### config.mk
export PLATFORM = sky130hd
export DESIGN_NAME = seq_mult_responder
export DESIGN_NICKNAME = d
export VERILOG_FILES = /design/src/rtl/seq_mult_responder.sv
export SDC_FILE = /design/constraint.sdc
export NUM_CORES = 1
export LEC_CHECK = 0
export ABC_AREA = 1
export ABC_CLOCK_PERIOD_IN_PS = 3900
export BUFFER_PORTS_ARGS = -buffer_cell sky130_fd_sc_hd__buf_2
export CORE_MARGIN = 2
export CORE_UTILIZATION = 60
export DETAILED_ROUTE_END_ITERATION = 8
export PLACE_DENSITY_LB_ADDON = 0.05
export SYNTH_ARGS = -nofsm -noshare
export SYNTH_HDL_FRONTEND = slang
export SYNTH_SLANG_ARGS = --single-unit
### constraint.sdc
create_clock -name clk -period 3.9 [get_ports clk]
set_input_delay 0.78 -clock clk [delete_from_list [all_inputs] [get_ports clk]]
set_output_delay 0.78 -clock clk [all_outputs]
set_load 0.1 [all_outputs]
### src/rtl/seq_mult_responder.sv
// rtl/seq_mult_responder.sv - sequential signed multiplier, strobe/ack responder
// Operands are captured independently; a radix-2 shift-add runs over magnitudes.
module seq_mult_responder #(
  parameter int WIDTH = 16
) (
  input  logic                 clk,
  input  logic                 rst,
  input  logic [WIDTH-1:0]     num1,
  input  logic [WIDTH-1:0]     num2,
  input  logic                 num1_stb,
  input  logic                 num2_stb,
  output logic                 num1_ack,
  output logic                 num2_ack,
  output logic [2*WIDTH-1:0]   result,
  output logic                 result_ack
);

  localparam int CW = $clog2(WIDTH) + 1;

  typedef enum logic [2:0] {IDLE, CAPT, MUL, FIX, DONE} state_t;

  state_t             state_q, state_d;
  logic               num1_ack_q, num1_ack_d, num2_ack_q, num2_ack_d;
  logic               cap1_q, cap1_d, cap2_q, cap2_d;
  logic [WIDTH-1:0]   op1_q, op1_d, op2_q, op2_d;
  logic [WIDTH:0]     a_q, a_d, b_q, b_d;
  logic               sign_q, sign_d;
  logic [2*WIDTH-1:0] acc_q, acc_d, result_q, result_d;
  logic               result_ack_q, result_ack_d;
  logic [CW-1:0]      cnt_q, cnt_d;

  logic               cap_ok, take1, take2;
  logic [WIDTH:0]     ext1, ext2;

  always_comb begin
    state_d      = state_q;
    num1_ack_d   = num1_ack_q;
    num2_ack_d   = num2_ack_q;
    cap1_d       = cap1_q;
    cap2_d       = cap2_q;
    op1_d        = op1_q;
    op2_d        = op2_q;
    a_d          = a_q;
    b_d          = b_q;
    sign_d       = sign_q;
    acc_d        = acc_q;
    cnt_d        = cnt_q;
    result_d     = result_q;
    result_ack_d = result_ack_q;

    cap_ok = (state_q == IDLE) || (state_q == CAPT) || (state_q == DONE);
    take1  = num1_stb && !num1_ack_q && !cap1_q && cap_ok;
    take2  = num2_stb && !num2_ack_q && !cap2_q && cap_ok;
    ext1   = {op1_q[WIDTH-1], op1_q};
    ext2   = {op2_q[WIDTH-1], op2_q};

    // Ack release tracks the strobe only, regardless of compute state.
    num1_ack_d = num1_ack_q ? num1_stb : take1;
    num2_ack_d = num2_ack_q ? num2_stb : take2;
    if (take1) begin
      op1_d  = num1;
      cap1_d = 1'b1;
    end
    if (take2) begin
      op2_d  = num2;
      cap2_d = 1'b1;
    end

    case (state_q)
      IDLE, DONE: begin
        if (take1 || take2) begin
          result_ack_d = 1'b0;
          state_d      = CAPT;
        end
      end
      CAPT: begin
        if (cap1_q && cap2_q) begin
          // WIDTH+1-bit magnitudes keep the most negative operand exact.
          a_d     = ext1[WIDTH] ? -ext1 : ext1;
          b_d     = ext2[WIDTH] ? -ext2 : ext2;
          sign_d  = (op1_q[WIDTH-1] ^ op2_q[WIDTH-1]) && (op1_q != '0) && (op2_q != '0);
          acc_d   = '0;
          cnt_d   = '0;
          state_d = MUL;
        end
      end
      MUL: begin
        if (b_q[0]) begin
          acc_d = acc_q + ({{(WIDTH-1){1'b0}}, a_q} << cnt_q);
        end
        b_d   = b_q >> 1;
        cnt_d = cnt_q + 1'b1;
        if (cnt_q == CW'(WIDTH - 1)) begin
          state_d = FIX;
        end
      end
      FIX: begin
        result_d     = sign_q ? -acc_q : acc_q;
        result_ack_d = 1'b1;
        cap1_d       = 1'b0;
        cap2_d       = 1'b0;
        state_d      = DONE;
      end
      default: state_d = IDLE;
    endcase
  end

  always_ff @(posedge clk) begin
    if (rst) begin
      state_q      <= IDLE;
      num1_ack_q   <= 1'b0;
      num2_ack_q   <= 1'b0;
      cap1_q       <= 1'b0;
      cap2_q       <= 1'b0;
      op1_q        <= '0;
      op2_q        <= '0;
      a_q          <= '0;
      b_q          <= '0;
      sign_q       <= 1'b0;
      acc_q        <= '0;
      cnt_q        <= '0;
      result_q     <= '0;
      result_ack_q <= 1'b0;
    end else begin
      state_q      <= state_d;
      num1_ack_q   <= num1_ack_d;
      num2_ack_q   <= num2_ack_d;
      cap1_q       <= cap1_d;
      cap2_q       <= cap2_d;
      op1_q        <= op1_d;
      op2_q        <= op2_d;
      a_q          <= a_d;
      b_q          <= b_d;
      sign_q       <= sign_d;
      acc_q        <= acc_d;
      cnt_q        <= cnt_d;
      result_q     <= result_d;
      result_ack_q <= result_ack_d;
    end
  end

  assign num1_ack   = num1_ack_q;
  assign num2_ack   = num2_ack_q;
  assign result     = result_q;
  assign result_ack = result_ack_q;

endmodule

==> results of run 1 <==
path summary, 6_finish.rpt:
check                         from                endpoint  slack, ns  depth (start not counted)
max          cnt_q[0]$_SDFFE_PP0P_  acc_q[31]$_SDFFE_PP0P_       0.50                         17
min           b_q[16]$_SDFFE_PP0P_    b_q[16]$_SDFFE_PP0P_       0.45                          2
max reg2reg  cnt_q[0]$_SDFFE_PP0P_  acc_q[31]$_SDFFE_PP0P_       0.50                         17
min reg2reg   b_q[16]$_SDFFE_PP0P_    b_q[16]$_SDFFE_PP0P_       0.45                          2
cell usage after synthesis (3+ instances only):
master	count	area (sq um)
a31oi_1	15	93.84
or2_2	9	56.30
o21ai_1	12	60.06
ha_1	36	450.4
o21ai_0	118	590.6
a21boi_1	7	52.55
a21oi_1	152	760.7
nor3_2	7	70.07
dfxtp_1	144	2883
nor3_4	4	65.06
clkbuf_1	38	142.6
o21bai_1	5	37.54
a21o_1	4	30.03
nor2_2	3	18.77
o221ai_1	11	96.34
nor4_1	5	31.28
a22oi_1	7	52.55
inv_2	8	30.03
nor2_1	160	600.6
inv_1	149	559.3
o22ai_1	11	68.82
buf_1	5	18.77
nand3_1	106	530.5
buf_2	17	85.08
o21ai_2	4	35.03
nand4_1	15	93.84
buf_4	3	22.52
xor2_1	28	245.2
o211ai_1	10	75.07
nor3_1	19	95.09
o21a_1	4	30.03
xnor2_1	7	61.31
nand3b_1	7	52.55
nand2_1	360	1351
buf_6	4	45.04
cell families (layout without fill, tap and decap cells):
family,Yosys count,after routing,synth area share
AND/OR/NAND/NOR,702,702,0.3144
AO/OA/AOI/OAI,367,367,0.2114
buffers and inverters,225,270,0.09398
flip-flops,144,144,0.2987
adder cells (fa/ha/maj),37,37,0.04874
XOR/XNOR,35,35,0.03176
multiplexers,1,1,0.001037
worst reg2reg max path, delay by kind of cell (launching register included):
family / cells / cell delay [ns]
AOI/OAI and AO/OA: 7 / 1.38
adders and majority gates: 1 / 0.37
buffers and inverters: 1 / 0.27
DFF: 1 / 0.47
and+or+nand+nor: 8 / 0.76
state kept, by name, summed over array words and instances (netlist names):
| name | cells |
|---|---|
| op2_q | 16 |
| sign_q | 1 |
| a_q | 17 |
| result_ack | 1 |
| cap2_q | 1 |
| acc_q | 32 |
| num1_ack | 1 |
| state_q | 3 |
| result | 32 |
| cnt_q | 5 |
| b_q | 17 |
| cap1_q | 1 |
| num2_ack | 1 |
| op1_q | 16 |
per-stage QoR:
step | setup slack (ns) | util
CTS | 0.5681 | 0.6732
global placement | 0.6212 | 0.6343
finish | 0.5047 | 0.6732
global route | 0.1673 | 0.6732
floorplan | 1.167 | -
detailed placement | 0.6029 | 0.6343
per-layer routing:
layer / vias to the layer above / part of all wire / track usage
met5: - / 0 / 0
met4: 0 / 0.040 / 0.1345
met3: 56 / 0.060 / 0.04967
met2: 348 / 0.45 / 0.5119
met1: 4444 / 0.45 / 0.4223
li1: 5104 / - / -
area by class of cell:
cell class / count / area [sq um]
inverter: 158 / 593.1
tap: 216 / 270.3
sequential: 144 / 2883
clock inverter: 13 / 172.7
fill: 1515 / 5172
clock buffer: 19 / 442.9
timing repair buffer: 80 / 425.4
multi-input combinational: 1142 / 5868
report_power, final:
part / total, mW / internal [mW] / switching (mW)
Sequential: 1.57 / 1.52 / 0.0513
Combinational: 0.370 / 0.114 / 0.256
Clock: 1.72 / 1.04 / 0.688
Total: 3.67 / 2.67 / 0.995
==> impl_metrics.json, run 1 <==
{
  "status": "finished clean",
  "synth_cell_types": 47,
  "drive_gt1_frac": 0.09897,
  "vias_per_cell": 5.616,
  "dpl_cell_area_sq_mm": 0.01004,
  "p_leak_nw": 4.871,
  "layout.cells.non_filler": 1772,
  "path_clk_slew_ns": 0.07,
  "period_needed_ns": 3.395,
  "crit_path_start_kind": "flop",
  "synth_seq_cells": 144,
  "clock-sinks": 144,
  "setup_viol": 0,
  "whs_ns": 0.4470,
  "fmax_ghz": 0.2945,
  "setup_tns_ns": 0,
  "fin_total_pwr_mw": 3.667,
  "grtUsageTotal": 0.3168,
  "synthesis.area_sq_mm": 0.009652,
  "cts_tree": "yes",
  "cts_buffer_depth": 2,
  "final_max_slew_viol_count": 0,
  "layout.nets": 1616,
  "endpoint_kind": "flop",
  "mostFrequentLayoutCell": "nand2_1",
  "cp.required_ns": 4.18,
  "ctsHtreeMaxLevel": 4,
  "worstMarginPinSlew_ns": 1.039,
  "relSlewSlack": 0.3064,
  "ant_nets": 0,
  "n_antenna_cell": 0,
  "wl_mm": 26.80,
  "synth_edf_count": 0,
  "dieArea_sq_mm": 0.01712,
  "hold_class": "reg -> reg",
  "syn_inst": 1511,
  "rsz0062_at_grt": "false",
  "ys_warn_count": 0,
  "cp_cell_sequence": "buf_4 > nor2_1 > nand2_1 > nand2_1 > o21ai_0 > nand2_1 > o21ai_0 > nor2_1 > ha_1 > a21oi_1 > o21ai_0 > a21oi_1 > nand2_1 > a21oi_1 > nand3_1 > nand3_1 > a21oi_1",
  "drc": 0,
  "firstDrtPassIters": 5,
  "slowest_delay_ns": 0.47,
  "peakVddDrop_v": 0.0003151,
  "clk_latency_ns": 0.43,
  "worstPathMaxFanout": 18,
  "num_vias": 9952,
  "cts_root_buf": "clkbuf_16",
  "grt_max_degree": 76,
  "maxCapViolCount": 0,
  "p_per_area_mw_per_mm2": 344.2,
  "cts_buffers": 17,
  "rows": 46,
  "synthArstFlopShare": 0,
  "seq_area_frac_synth": 0.2987,
  "initial_core_util": 0.6098,
  "grt_pass1_vias": 8693,
  "cp.arrival_ns": 3.67,
  "dp_hpwl_mm": 19.88,
  "worst-path-buf-inv": 1,
  "gp_congestion": 1.000,
  "cts_setup_buffers": 0,
  "hold_buffers": 0,
  "most-common-layout-cells": "nand2_1 (360), nor2_1 (160), a21oi_1 (152), inv_1 (148), dfxtp_1 (144)",
  "critPathTopFamily": "compound AO/OA/AOI/OAI gates",
  "grt_pass1_wl_mm": 42.96,
  "crit_slowest_cell": "dfxtp_1",
  "route.detailed.wl_per_inst_um": 15.13,
  "ctsResizeCount": 0,
  "overflow": 0,
  "ios": 71,
  "io_buffers": 70,
  "fp.coreArea_sq_mm": 0.01583,
  "synth_nets": 1584,
  "chipHeight_um": 130.8,
  "dp.cells": 1740,
  "finalCritPeriodShare": 0.8706,
  "area_growth_pct": 10.40,
  "synth-main-ff-cell": "dfxtp_1",
  "finalClockSkew_ns": 0.01225,
  "antenna_found_initial": 0,
  "fin_area_sq_mm": 0.01066,
  "crit_type": "reg -> reg",
  "drtIter0Drc": 830,
  "synth_area_per_cell_sq_um": 6.388,
  "dieWidth_um": 130.8,
  "hold_viol_final": 0
}
No activity file was read; power rests on OpenSTA's default activity.
==> run 2: changes to the inputs <==
--- a/config.mk
+++ b/config.mk
@@ -11,7 +11,9 @@
 export CORE_MARGIN = 2
 export CORE_UTILIZATION = 60
 export DETAILED_ROUTE_END_ITERATION = 8
+export HOLD_SLACK_MARGIN = 0.15
 export PLACE_DENSITY_LB_ADDON = 0.05
+export REMOVE_ABC_BUFFERS = 1
 export SYNTH_ARGS = -nofsm -noshare
 export SYNTH_HDL_FRONTEND = slang
 export SYNTH_SLANG_ARGS = --single-unit
==> impl_metrics.json, run 2 (synthesis gave the netlist of run 1 again) <==
{
  "endpoint": "acc_q[31]$_SDFFE_PP0P_",
  "timing.rr.end": "acc_q[31]$_SDFFE_PP0P_",
  "use_met2": 0.5316,
  "n_antenna_cell": 0,
  "cts_buffer_depth": 2,
  "worstPathMaxFanout": 14,
  "maxCapViolCount": 0,
  "finalCritPeriodShare": 0.9049,
  "drive_gt1_frac": 0.1001,
  "cts_setup_buffers": 0,
  "clock-sinks": 144,
  "drtIter0Drc": 632,
  "overflow": 0,
  "worst_hold_path.num_cells": 2,
  "use_met3": 0.05008,
  "grtUsageTotal": 0.3111,
  "setup_tns_ns": 0,
  "cts_buffers": 17,
  "final_max_slew_viol_count": 0,
  "crit_path_start": "cnt_q[0]$_SDFFE_PP0P_",
  "gp_congestion": 0.9930,
  "crit_type": "reg -> reg",
  "initial_core_util": 0.6098,
  "cp.arrival_ns": 3.82,
  "mostFrequentLayoutCell": "nand2_1",
  "chipHeight_um": 130.8,
  "vias_per_cell": 5.602,
  "fp.coreArea_sq_mm": 0.01583,
  "timing.rr.start": "cnt_q[0]$_SDFFE_PP0P_",
  "cts_tree": "yes",
  "min_from": "b_q[16]$_SDFFE_PP0P_",
  "grt_pass1_wl_mm": 42.19,
  "finalClockSkew_ns": 0.01018,
  "worstMarginPinSlew_ns": 1.106,
  "route.detailed.wl_per_inst_um": 14.75,
  "cts_root_buf": "clkbuf_16",
  "rsz0062_at_grt": "false",
  "relSlewSlack": 0.2624,
  "crit_path_start_kind": "flop",
  "rrSetupSlack_ns": 0.37,
  "io_buffers": 70,
  "peakVddDrop_v": 0.0003042,
  "setup_viol": 0,
  "status": "finished clean",
  "hold_class": "reg -> reg",
  "ctsResizeCount": 0,
  "dieArea_sq_mm": 0.01712,
  "ctsHtreeMaxLevel": 4,
  "ant_nets": 0,
  "firstDrtPassIters": 6,
  "endpoint_kind": "flop",
  "layout.nets": 1618,
  "num_vias": 9938,
  "fillers": 1489,
  "period_needed_ns": 3.529,
  "rows": 46,
  "cp.required_ns": 4.19,
  "hold_viol_final": 0,
  "grt_max_degree": 76,
  "clk_latency_ns": 0.43,
  "fmax_ghz": 0.2833,
  "wl_mm": 26.17,
  "grt_use_met1": 0.3692,
  "drc": 0,
  "hold_buffers": 0,
  "grt-busiest-layer": "met2",
  "rr_worst_depth": 20,
  "ios": 71,
  "grt_pass1_vias": 8941,
  "area_growth_pct": 10.81,
  "dieWidth_um": 130.8,
  "p_per_area_mw_per_mm2": 348.8,
  "most-common-layout-cells": "nand2_1 (360), nor2_1 (160), a21oi_1 (152), inv_1 (148), dfxtp_1 (144)",
  "p_leak_nw": 4.897,
  "antenna_found_initial": 0,
  "path_clk_slew_ns": 0.06,
  "fin_util": 0.6757,
  "dp_hpwl_mm": 19.23
}
==> run 2: changes by cell type in the layout (fill, tap and decap cells not counted) <==
cell / previous run / this run
clkinvlp_4: 3 / 1
clkinv_4: 0 / 2
inv_6: 5 / 6
buf_4: 10 / 12
clkinv_2: 1 / 0
bufinv_16: 3 / 4
inv_8: 1 / 0
==> run 2: where the power goes <==
part | leakage, nW | internal (mW) | switching [mW] | total (mW)
registers | 1.17 | 1.52 | 0.0497 | 1.57
clock network | 0.310 | 1.10 | 0.688 | 1.79
logic | 3.42 | 0.114 | 0.255 | 0.369
total | 4.90 | 2.74 | 0.992 | 3.73
==> run 2: worst min-delay path by stage <==
stage	to	slack (ns)
after global routing	b_q[0]$_SDFFE_PP0P_	0.48
final	b_q[16]$_SDFFE_PP0P_	0.46
after global placement	b_q[16]$_SDFFE_PP0P_	0.44
after detailed placement	b_q[16]$_SDFFE_PP0P_	0.44
after CTS	b_q[16]$_SDFFE_PP0P_	0.45
after floorplan	b_q[16]$_SDFFE_PP0P_	0.42
==> run 2: cell type report <==
class	count	area (sq um)	area share
Multi-Input combinational cell	1142	5868	0.5487
Sequential cell	144	2883	0.2695
Inverter	158	593.1	0.05545
Clock buffer	19	442.9	0.04141
Timing Repair Buffer	82	440.4	0.04118
Tap cell	216	270.3	0.02527
Clock inverter	13	197.7	0.01848
==> run 2: per-layer routing <==
metal  up-vias  wire length [um]
li1       5119                 -
met3        79              1275
met5         -                 0
met2       300             12310
met4         0              1191
met1      4440             11390
==> run 2: through the flow <==
step | worst slack [ns] | instance area (sq um) | power (mW) | hold slack, ns | cells
after detailed placement | 0.4569 | 10050 | 1.968 | 0.4443 | 1742
after floorplan | 0.8256 | 9338 | 1.860 | 0.4218 | 1444
after CTS | 0.4505 | 10700 | 3.737 | 0.4526 | 1774
final | 0.3708 | 10700 | 3.730 | 0.4584 | 1774
after global routing | 0.03330 | 10700 | 3.858 | 0.4846 | 1774
after global placement | 0.4803 | 10050 | 1.960 | 0.4353 | 1742
==> run 2: critical path: stages, from the launching register on <==
cell     delay [ns]
dfxtp_1        0.52
inv_2          0.19
nand2_1        0.10
nand2_1        0.05
inv_1          0.06
nand2_1        0.04
o21ai_0        0.11
nor2_1         0.06
a31oi_1        0.35
nand2_1        0.08
o21ai_0        0.13
nor2_1         0.09
ha_1           0.36
a21oi_1        0.24
o21ai_0        0.17
a21oi_1        0.26
nand2_1        0.19
a21oi_1        0.16
nand3_1        0.08
nand3_1        0.07
a21oi_1        0.06
